==> src/rtl/mpls_switch_conditioner.sv <==
// Switch front end for the LED sequencer: synchronises the raw 6-bit switch word,
// debounces it as a unit and presents glitch-free committed settings plus an update strobe.
module mpls_switch_conditioner #(
    parameter int unsigned SYNC_STAGES = 2,
    parameter int unsigned DB_CYCLES   = 10000,
    parameter int unsigned CNT_W       = 16
) (
    input  logic       clk_10MHz,
    input  logic       rstn,
    input  logic [5:0] sw_in,
    output logic [1:0] clk_selector,
    output logic [3:0] pattern_sel,
    output logic       cfg_update,
    output logic       cfg_busy
);

    localparam int unsigned WORD_W = 6;
    localparam logic [CNT_W-1:0] CNT_LAST = CNT_W'(DB_CYCLES - 1);

    typedef enum logic [1:0] {
        IDLE   = 2'd0,
        SETTLE = 2'd1,
        COMMIT = 2'd2
    } state_t;

    logic [SYNC_STAGES-1:0][WORD_W-1:0] sync_q;
    logic [WORD_W-1:0]                  sync_word;
    state_t                             state_q;
    logic [WORD_W-1:0]                  cand_q;
    logic [WORD_W-1:0]                  committed_q;
    logic [CNT_W-1:0]                   cnt_q;
    logic                               update_q;
    logic                               busy_q;

    // Only the first stage of this chain ever looks at the raw switches.
    always_ff @(posedge clk_10MHz or negedge rstn) begin
        if (!rstn) begin
            sync_q <= '0;
        end else begin
            sync_q <= {sync_q[SYNC_STAGES-2:0], sw_in};
        end
    end

    assign sync_word = sync_q[SYNC_STAGES-1];

    // Debounce FSM; update/busy flops are loaded with the decode of the next state.
    always_ff @(posedge clk_10MHz or negedge rstn) begin
        if (!rstn) begin
            state_q     <= IDLE;
            cand_q      <= '0;
            committed_q <= '0;
            cnt_q       <= '0;
            update_q    <= 1'b0;
            busy_q      <= 1'b0;
        end else begin
            update_q <= 1'b0;
            busy_q   <= 1'b0;
            case (state_q)
                IDLE: begin
                    if (sync_word != committed_q) begin
                        cand_q  <= sync_word;
                        cnt_q   <= '0;
                        state_q <= SETTLE;
                        busy_q  <= 1'b1;
                    end
                end
                SETTLE: begin
                    busy_q <= 1'b1;
                    if (sync_word != cand_q) begin
                        cand_q <= sync_word;
                        cnt_q  <= '0;
                    end else if (cnt_q != CNT_LAST) begin
                        cnt_q <= cnt_q + CNT_W'(1);
                    end else begin
                        busy_q <= 1'b0;
                        if (cand_q != committed_q) begin
                            committed_q <= cand_q;
                            state_q     <= COMMIT;
                            update_q    <= 1'b1;
                        end else begin
                            state_q <= IDLE;
                        end
                    end
                end
                COMMIT: begin
                    state_q <= IDLE;
                end
                default: begin
                    state_q <= IDLE;
                end
            endcase
        end
    end

    assign clk_selector = committed_q[1:0];
    assign pattern_sel  = committed_q[5:2];
    assign cfg_update   = update_q;
    assign cfg_busy     = busy_q;

endmodule
==> config.mk <==
export PLATFORM = sky130hd
export DESIGN_NAME = mpls_switch_conditioner
export DESIGN_NICKNAME = d
export VERILOG_FILES = /design/src/rtl/mpls_switch_conditioner.sv
export SDC_FILE = /design/constraint.sdc
export NUM_CORES = 1
export LEC_CHECK = 0
export BUFFER_PORTS_ARGS = -buffer_cell sky130_fd_sc_hd__buf_2
export CAP_MARGIN = 40
export CORE_MARGIN = 10
export CORE_UTILIZATION = 60
export DETAILED_ROUTE_END_ITERATION = 8
export GPL_TIMING_DRIVEN = 0
export PLACE_DENSITY_LB_ADDON = 0.1
export SLEW_MARGIN = 10
export SYNTH_ARGS = -nofsm -noshare
export SYNTH_HDL_FRONTEND = slang
export SYNTH_SLANG_ARGS = --single-unit
==> constraint.sdc <==
create_clock -name clk_10MHz -period 4.7 [get_ports clk_10MHz]
set_input_delay 1.175 -clock clk_10MHz [delete_from_list [all_inputs] [get_ports clk_10MHz]]
set_output_delay 1.175 -clock clk_10MHz [all_outputs]
set_load 0.01 [all_outputs]
==> run metrics <==
final worst setup slack=around 2.6 ns; most frequent cells in the layout=dfrtp_1 (44), buf_2 (17), nand3_1 (12), mux2_2 (12), o21ai_0 (12); drt via density=approximately 6; antenna violations before repair=0; CTS Buffer Depth=2; crit path time final=2.15 ns; Fin Clk Skew=~0.020 ns; Max VDD drop=approximately 0.19 mV; 1st-pass router iterations=4; # port buffers=15; PostCTS Resize Cnt=0; via count=1537; fill cell count=between 200 and 300; Area Growth Syn to Fin=9.48%; ANT cells=0; Placer Congestion=just under 0.9; Yosys warnings=0; die height=a little under 80 µm; Max Cap Viol=0; Synth Flop Type=dfrtp_1; Pwr Total=~0.6 mW; CP Capture Type=register; row count=21; fin util=0.683; Final period util=0.457; most common cell after layout, fill and taps aside=dfrtp_1; HPWL reported at the end of detailed placement=roughly 3100 µm; wire length per cell=between 15 and 20 µm; WP data required=around 5 ns; Die W=roughly 79 µm; Final Hold Violating Endpoints=0; worst-margin pin slew=between 0.5 and 0.6 ns; global-route wire length before repair=7430 µm; largest net degree at the start of global routing=28; pre-CTS WS=2.59 ns; hold slack=between 0.3 and 0.4 ns; Synth Instances=about 190; Routed Antenna Nets=0; sequential share of the synthesized area=0.525; CP cell instances=ha_1, nand3_1, or2_2, nor2_2, nand3_2, mux2_2; Critical Path AT=about 2.4 ns; final setup violation count=0; nets=roughly 220; syn_area_per_cell=roughly 11 µm²; RSZ-0062 raised after global routing=no; clock root buffer=clkbuf_4; Clk pin slew, worst setup/hold paths=about 0.13 ns; Setup TNS=0 ns; Post-Synthesis Net Count=~190; core region area=3360 µm²; Tot GR Track Use=0.147; register area=between 1000 and 1500 µm²; # DRC=0; Leakage=0.958 nW; Worst path slowest cell=dfrtp_1; Post-synth EDFFs=0; initial DRC count=around 130; share of cells above drive strength 1=0.226; synthesized area=between 2000 and 2500 µm²; Worst Path Max Fanout=7; CTS sink count=44; Relative slew margins=0.633; critical path class=reg -> reg; pins over their slew limit=0; filler-free cell count of the finished design=between 200 and 300; overflow left after global routing=0; status=finished clean; H-tree depth=2; setup repair bufs after CTS=0; combined area of the multi-input logic cells=approximately 940 µm²; Worst Hold Class=reg -> reg; FF+latch count, synth=between 40 and 50; TritonCTS clock tree=built; vias in the first global route=around 1600; ys async rst share=1.00; maximum clock rate=between 0.4 and 0.5 GHz; Placement Cell Area=between 2000 and 2500 µm²; CP max stage delay=0.48 ns; fin area=between 2000 and 2500 µm²; Detailed Route WL=4340 µm; Clock Latency Late Sink=roughly 0.36 ns; Netlist cell types=45; Initial Util=0.624; startpoint types=register; DP Cell Count=approximately 250; hold buffers post-CTS=0; Num CTS Buffers=5; die footprint=6260 µm²; I/O pin total=16; PwrDens=~260 nW/µm²
## final timing paths
check / startpoint / end / slack (ns) / depth (start not counted)
hold reg to reg: sync_q[4] / sync_word[4] / 0.36 / 0
setup / recovery: cnt_q[0] / committed_q[2] / 2.55 / 6
max in group asynchronous: rstn / sync_q[5] / 3.48 / 2
min in group asynchronous: rstn / cnt_q[8] / 0.72 / 1
hold / removal: sync_q[4] / sync_word[4] / 0.36 / 0
setup reg to reg: cnt_q[0] / committed_q[2] / 2.55 / 6
## synth_stat cells, drive strengths merged, types with 5 or more instances
| cell | n | area [µm²] |
|---|---|---|
| dfrtp | 44 | 1100 |
| inv | 7 | 26.3 |
| nor2 | 5 | 28.8 |
| o21ai | 12 | 60.1 |
| mux2 | 12 | 135 |
| nor4 | 5 | 31.3 |
| xor2 | 7 | 61.3 |
| nand2 | 10 | 37.5 |
| nand4 | 5 | 37.5 |
| nand3 | 13 | 70.1 |
| a21oi | 5 | 28.8 |
| xnor2 | 11 | 96.3 |
## power by group
part           switching (mW)  internal, mW
Clock                   0.113        0.0552
Sequential            0.00744         0.386
Combinational          0.0193        0.0141
## cell families (layout without fill, tap and decap cells)
family	count (synthesis)	in the layout	synth area share
mux	13	13	0.0692
compound gates	41	41	0.136
fa+ha+maj	1	1	0.00596
flops	44	44	0.525
simple gates	56	56	0.161
xor+xnor	18	18	0.0751
buf+inv	12	35	0.0280
## sequential cells by signal (all words and copies together), names as in the netlist
name         cells
sync_q           6
cfg_update       1
cfg_busy         1
sync_word        6
cnt_q           16
state_q          2
committed_q      6
cand_q           6
## cell type report
cell class,count,share of cell area
well taps,46,0.0251
clock buffers,6,0.0180
flip-flops and latches,44,0.479
clock inverters,1,0.00218
multi-input cells,129,0.408
inverters,7,0.0114
plain buffers,5,0.0142
repair buffers,16,0.0414
## critical path: cells and delay by family, from the launching register on
| family | cells | cell delay [ns] |
|---|---|---|
| adders and majority gates | 1 | 0.33 |
| muxes | 1 | 0.33 |
| DFF | 1 | 0.48 |
| and+or+nand+nor | 4 | 0.90 |
## routing by layer
layer	GRT usage	up-vias	share of wire
met5	0	-	0
met4	0.0699	0	0.021
met3	0.0473	10	0.047
met2	0.263	34	0.53
met1	0.153	755	0.41
li1	-	738	-
No activity file was read; power rests on OpenSTA's default activity.
